$ cat src/rtl/peripheral_ram_responder.sv
// rtl/peripheral_ram_responder.sv - memory-side responder of the peripheral RAM bus
//
// Purpose: answers RAM requests from a synchronous single-port array. After reset it
// sweeps INIT_VAL into every word before accepting requests. Reads return through
// a RD_LAT-cycle pipeline; out-of-range accesses set a sticky error flag; accepted
// reads and writes are counted with saturating counters.
//
// Ports:
//   ram_clk        in   1   clock, rising edge
//   ram_rst        in   1   synchronous active-high reset
//   ram_addr       in   AW  request address
//   ram_din        in   DW  write data
//   ram_cen        in   1   chip enable, active low
//   ram_wen        in   2   byte write enables, active low (bit0 low lane, bit1 high lane)
//   ram_dout       out  DW  read data
//   ram_init_done  out  1   init sweep complete, requests accepted
//   ram_err        out  1   sticky out-of-range flag
//   rd_count       out  CW  accepted reads, saturating
//   wr_count       out  CW  accepted writes, saturating
module peripheral_ram_responder #(
  parameter int              AW       = 8,
  parameter int              DW       = 16,
  parameter int              DEPTH    = 256,
  parameter int              RD_LAT   = 1,
  parameter logic [DW-1:0]   INIT_VAL = '0,
  parameter int              CW       = 16
) (
  input  logic          ram_clk,
  input  logic          ram_rst,
  input  logic [AW-1:0] ram_addr,
  input  logic [DW-1:0] ram_din,
  input  logic          ram_cen,
  input  logic [1:0]    ram_wen,
  output logic [DW-1:0] ram_dout,
  output logic          ram_init_done,
  output logic          ram_err,
  output logic [CW-1:0] rd_count,
  output logic [CW-1:0] wr_count
);

  localparam int            HW       = DW / 2;
  localparam logic [AW-1:0] LAST_PTR = AW'(DEPTH - 1);

  typedef enum logic {ST_INIT, ST_READY} state_t;

  state_t        r_state;
  state_t        w_state_next;
  logic [AW-1:0] r_ptr;
  logic [DW-1:0] r_mem [DEPTH];
  logic [DW-1:0] r_dout;
  logic          r_err;
  logic [CW-1:0] r_rd_cnt;
  logic [CW-1:0] r_wr_cnt;

  logic          w_in_range;
  logic          w_init_we;
  logic          w_rd_fire;
  logic          w_wr_fire;
  logic [DW-1:0] w_rd_data;

  // A fully populated address space can never be out of range.
  if (DEPTH >= (1 << AW)) begin : g_full
    assign w_in_range = 1'b1;
  end else begin : g_partial
    assign w_in_range = (ram_addr < AW'(DEPTH));
  end

  // Out-of-range reads still travel the pipeline so latency is unchanged; they carry 0.
  assign w_rd_data = w_in_range ? r_mem[ram_addr] : '0;

  always_comb begin
    w_state_next = r_state;
    w_init_we    = 1'b0;
    w_rd_fire    = 1'b0;
    w_wr_fire    = 1'b0;
    case (r_state)
      ST_INIT: begin
        w_init_we = !ram_rst;
        if (!ram_rst && (r_ptr == LAST_PTR)) w_state_next = ST_READY;
      end
      ST_READY: begin
        w_rd_fire = !ram_rst && !ram_cen && (ram_wen == 2'b11);
        w_wr_fire = !ram_rst && !ram_cen && (ram_wen != 2'b11);
      end
    endcase
  end

  always_ff @(posedge ram_clk) begin
    if (ram_rst) begin
      r_state  <= ST_INIT;
      r_ptr    <= '0;
      r_err    <= 1'b0;
      r_rd_cnt <= '0;
      r_wr_cnt <= '0;
    end else begin
      r_state <= w_state_next;
      if (w_init_we) r_ptr <= r_ptr + AW'(1);
      if ((w_rd_fire || w_wr_fire) && !w_in_range) r_err <= 1'b1;
      if (w_rd_fire && (r_rd_cnt != '1)) r_rd_cnt <= r_rd_cnt + CW'(1);
      if (w_wr_fire && (r_wr_cnt != '1)) r_wr_cnt <= r_wr_cnt + CW'(1);
    end
  end

  // Array contents survive reset; only the sweep initialises them.
  always_ff @(posedge ram_clk) begin
    if (w_init_we) begin
      r_mem[r_ptr] <= INIT_VAL;
    end else if (w_wr_fire && w_in_range) begin
      if (!ram_wen[0]) r_mem[ram_addr][HW-1:0]  <= ram_din[HW-1:0];
      if (!ram_wen[1]) r_mem[ram_addr][DW-1:HW] <= ram_din[DW-1:HW];
    end
  end

  if (RD_LAT <= 1) begin : g_lat1
    always_ff @(posedge ram_clk) begin
      if (ram_rst)        r_dout <= '0;
      else if (w_rd_fire) r_dout <= w_rd_data;
    end
  end else begin : g_pipe
    // RD_LAT-1 stages between the array read and ram_dout; a valid bit per stage
    // lets reset discard in-flight reads.
    localparam int NS = RD_LAT - 1;
    logic [NS-1:0] r_pv;
    logic [DW-1:0] r_pd [NS];

    always_ff @(posedge ram_clk) begin
      if (ram_rst) begin
        r_pv   <= '0;
        r_dout <= '0;
      end else begin
        r_pv[0] <= w_rd_fire;
        r_pd[0] <= w_rd_data;
        for (int i = 1; i < NS; i++) begin
          r_pv[i] <= r_pv[i-1];
          r_pd[i] <= r_pd[i-1];
        end
        if (r_pv[NS-1]) r_dout <= r_pd[NS-1];
      end
    end
  end

  assign ram_dout      = r_dout;
  assign ram_init_done = (r_state == ST_READY);
  assign ram_err       = r_err;
  assign rd_count      = r_rd_cnt;
  assign wr_count      = r_wr_cnt;

endmodule

$ cat config.mk
export PLATFORM = sky130hd
export DESIGN_NAME = peripheral_ram_responder
export DESIGN_NICKNAME = d
export VERILOG_FILES = /design/src/rtl/peripheral_ram_responder.sv
export SDC_FILE = /design/constraint.sdc
export NUM_CORES = 2
export LEC_CHECK = 0
export CELL_PAD_IN_SITES_DETAIL_PLACEMENT = 2
export CELL_PAD_IN_SITES_GLOBAL_PLACEMENT = 2
export CORE_ASPECT_RATIO = 0.5
export CORE_MARGIN = 2
export CORE_UTILIZATION = 45
export DETAILED_ROUTE_END_ITERATION = 6
export GPL_TIMING_DRIVEN = 0
export PLACE_DENSITY_LB_ADDON = 0.1
export SETUP_SLACK_MARGIN = 0.2
export SLEW_MARGIN = 20
export SYNTH_ARGS = -nofsm -noshare
export SYNTH_HDL_FRONTEND = slang
export SYNTH_SLANG_ARGS = --single-unit
export TNS_END_PERCENT = 50
$ cat constraint.sdc
create_clock -name ram_clk -period 6.8 [get_ports ram_clk]
set_input_delay 2.04 -clock ram_clk [delete_from_list [all_inputs] [get_ports ram_clk]]
set_output_delay 2.04 -clock ram_clk [all_outputs]
set_load 0.05 [all_outputs]
==> results of run 1 <==
[stage by stage]
step	cell area [sq um]	std cells	setup WS, ps	hold slack [ps]
after floorplan	161400	7973	-50.26	548.4
after global placement	168200	12840	-7210	497.1
[kinds of logic after synthesis]
family | after synthesis | share of synthesized area [%]
fa+ha+maj | 3 | 0.02326
other cells | 1 | 0.002323
buf+inv | 513 | 1.819
compound gates | 859 | 3.983
simple gates | 1027 | 2.907
xor+xnor | 35 | 0.1899
mux | 1382 | 14.16
flops | 4153 | 76.91
==> metrics.txt, run 1 <==
status=aborted with a tool error; Exit stage=3_5_place_dp; error msg=[ERROR DPL-0033] detailed placement checks failed during check placement.; Die Y=427.5 um; IO buf count=75; number of enable flip-flop cells after synthesis=4096; Post-synth top cells=edfxtp_1 (4096), mux4_2 (718), mux2i_1 (630), nor2_1 (598), a22oi_1 (285); #FFs+latches synth=approximately 4200; synthesized netlist cell count=7973; Synth Warn #=0; IO Pins=~80; Yosys top cell by area=edfxtp_1; Detail Placement HPWL=426100 um; Initial Util=45.23%; Mapped Nets=~8000; Post-synth ARST share=0%; GPL Wtd Cong=about 0.88; synth unique cells=75; Seq/Total Area, Yosys=76.91%; Std-Cell Rows=155; Horiz. Die Dim=851.0 um; cell area after synthesis=approximately 160000 sq um; ys flop type=edfxtp_1; top cell type's share of synthesized area=76.21%; count leader, synth=edfxtp_1; Synth Area per Inst=20.24 sq um; top post-synthesis cells by area=edfxtp_1 (76%), mux4_2 (10%), mux2i_1 (3.9%), nor2_1 (1.4%), a22oi_1 (1.3%)
==> run 2: changes to the inputs <==
==> config.mk (replaced) <==
export PLATFORM = sky130hd
export DESIGN_NAME = peripheral_ram_responder
export DESIGN_NICKNAME = d
export VERILOG_FILES = /design/src/rtl/peripheral_ram_responder.sv
export SDC_FILE = /design/constraint.sdc
export NUM_CORES = 2
export LEC_CHECK = 0
export CORE_MARGIN = 2
export CORE_UTILIZATION = 40
export DETAILED_ROUTE_END_ITERATION = 6
export GPL_TIMING_DRIVEN = 0
export PLACE_DENSITY_LB_ADDON = 0.15
export SLEW_MARGIN = 20
export SYNTH_ARGS = -nofsm -noshare
export SYNTH_HDL_FRONTEND = slang
export SYNTH_SLANG_ARGS = --single-unit
export TNS_END_PERCENT = 50
==> constraint.sdc (replaced) <==
create_clock -name ram_clk -period 8.85 [get_ports ram_clk]
set_input_delay 2.655 -clock ram_clk [delete_from_list [all_inputs] [get_ports ram_clk]]
set_output_delay 2.655 -clock ram_clk [all_outputs]
set_load 0.05 [all_outputs]
==> metrics.txt, run 2 <==
most frequent cells in the layout=edfxtp_1 (4096), mux4_2 (718), mux2i_1 (630), nor2_1 (594), clkbuf_16 (449); die area=408600 sq um; share of cells above drive strength 1=20.98%; clk_skew=42.79 ps; grt total ovfl=0; IO Pins=79; largest net degree at the start of global routing=70; Routed WL=roughly 510000 um; crit path time final=8036 ps; later-pin clock latency in the skew report=1000 ps; Hold Crit Endpoint=rd_count[1]$_SDFFE_PP0P_; Horiz. Die Dim=639.2 um; number of global-route vias before repair=84430; initial DRC count=10900; CTS tree=done; first-pass GRT wire length=693500 um; Lkg Pwr=66.79 nW; Mapped Nets=between 8000 and 9000; Slew Limit Headroom=11.39%; Die Y=about 640 um; core area=between 400000 and 500000 sq um; Synth Area per Inst=about 20 sq um; Routed Antenna Nets=0; Slew Limit Fails=0; crit path launch type=input pin; Post-synth ARST share=0%; pre-CTS WS=roughly 9.7 ps; Hold Violations, Final=0; number of enable flip-flop cells after synthesis=4096; Post-synth top cells=edfxtp_1 (4096), mux4_2 (718), mux2i_1 (630), nor2_1 (598), a22oi_1 (285); Sink Count=4153; via count=around 85000; r2r startpoint=ram_init_done$_SDFF_PP0_; cell area after synthesis=161400 sq um; Seq/Total Area, Yosys=76.91%; max reg flops=4096; Worst Setup Slack, final=around 810 ps; status=finished with violations; top post-synthesis cells by area=edfxtp_1 (76%), mux4_2 (10%), mux2i_1 (3.9%), nor2_1 (1.4%), a22oi_1 (1.3%); RSZ-0062 raised after global routing=false; fin crit share=about nine tenths; Detail Placement HPWL=around 360000 um; worst min-delay path class=reg2reg; RR Endpoint=r_mem[167][13]$_DFFE_PP_; fin area=185600 sq um; most common cell after layout, fill and taps aside=edfxtp_1; Worst IR Drop VDD=between 0.15 and 0.2 mV; critical path peak fanout=10; Std-Cell Rows=233; Worst-Margin Slew=1318 ps; CTS-repair resized insts=0; DRC viols=16; Peak Freq=roughly 0.12 GHz; Post-CTS Hold Buffers=0; area grow syn2layout=15.00%; FF-to-FF path depth=9; Sum Neg Setup Slack=0 ps; Max-Cap Viols=0; # setup viols final=0; Worst setup EP type=flip-flop; antenna violations before repair=51; Longest Clk Path Bufs=4; Root Driver=clkbuf_16; placed cell areas=171500 sq um; Largest Register=r_mem; Total GRT Usage=24.62%; Setup CP Type=in2reg; Crit path required time=~9400 ps; number of fill cells=33830; Worst EP arrival=approximately 8600 ps; Hold Path Stages=2; GPL Wtd Cong=0.9154; setup bufs post-CTS=0; Initial Util=40.12%; ys flop type=edfxtp_1; violated checks=design-rule violations; TritonRoute pass-1 iters=7; Synth Warn #=0; #FFs+latches synth=4153; IO buf count=75; Reg2Reg Setup Slack=slightly above 4000 ps; Avg WL per Cell=35.89 um; NumNets Final=about 8600; count leader, synth=edfxtp_1; Worst-path clk slew=60 ps; H-tree depth=5; synthesized netlist cell count=7973; synth unique cells=75; PD cells=220.6 nW/um^2; Hold Startpoint=rd_count[1]$_SDFFE_PP0P_; CTS buffer count=between 400 and 500; top cell type's share of synthesized area=76.21%; Yosys top cell by area=edfxtp_1; drt via density=5.964
[run 2: per-layer routing]
metal	global-route usage, %	share of wire [%]	vias to the layer above
met5	0	0.0051	-
met3	4.173	7.7	808
met1	33.50	40	46020
met2	39.50	47	3807
met4	10.05	4.5	4
li1	-	-	34420
[run 2: worst max-delay path by stage]
| stage | from | to | slack, ps | cells after the start |
|---|---|---|---|---|
| final | ram_addr[3] | r_mem[163][10]$_DFFE_PP_ | 810 | 11 |
| after global routing | ram_addr[3] | r_mem[163][10]$_DFFE_PP_ | 930 | 11 |
| after CTS | ram_addr[3] | r_mem[163][10]$_DFFE_PP_ | 1040 | 11 |
| after detailed placement | ram_addr[3] | r_mem[163][12]$_DFFE_PP_ | 10 | 11 |
| after global placement | ram_wen[0] | r_mem[60][5]$_DFFE_PP_ | -5350 | 5 |
| after floorplan | ram_rst | r_mem[0][10]$_DFFE_PP_ | 1160 | 5 |
[run 2: logic make-up (layout without fill, tap and decap cells)]
family | after synthesis | count (layout) | share of synthesized area [%]
DFF | 4153 | 4153 | 76.91
muxes | 1382 | 1382 | 14.16
and+or+nand+nor | 1027 | 1027 | 2.907
AOI/OAI and AO/OA | 859 | 859 | 3.983
buffers and inverters | 513 | 1497 | 1.819
xor gates and xnor gates | 35 | 35 | 0.1899
adders and majority gates | 3 | 3 | 0.02326
other | 1 | 18 | 0.002323
[run 2: worst max-delay path, stage by stage]
cell and delay [ps]:
clkdlybuf4s50_1 950, clkbuf_2 430, nor2_1 740, clkbuf_1 810, buf_2 570, nand2_1 140, o31ai_2 180, nand2_1 500
clkbuf_2 500, buf_16 300, nor2_1 760
[run 2: where the power goes]
part	leakage, nW	switching [mW]	internal, mW
Combinational	13.9	1.07	0.466
Sequential	46.0	0.00396	21.3
Clock	6.89	7.74	10.4
[run 2: area by class of cell]
| cell class | instances | area (sq um) | share of cell area (%) |
|---|---|---|---|
| antenna | 17 | 42.54 | 0.02292 |
| timing repair buffer | 173 | 3204 | 1.726 |
| inverter | 8 | 30.03 | 0.01618 |
| clock buffer | 539 | 11580 | 6.241 |
| clock inverter | 272 | 2444 | 1.316 |
| buffer | 505 | 2965 | 1.598 |
| multi-input combinational | 3307 | 34590 | 18.64 |
| sequential | 4153 | 124100 | 66.88 |
| tap | 5287 | 6615 | 3.564 |
[run 2: per-stage QoR]
step                hold slack, ps  instances  util [%]  total power, mW
global placement             508.7      13340     41.95            23.19
detailed placement           510.3      13430     42.63            23.23
global route                 540.5      14250     46.13            41.93
floorplan                    548.4       7973         -            22.50
finish                       522.0      14260     46.14            40.95
CTS                          522.0      14240     46.12            41.17
Power figures use the tool's default switching activity.
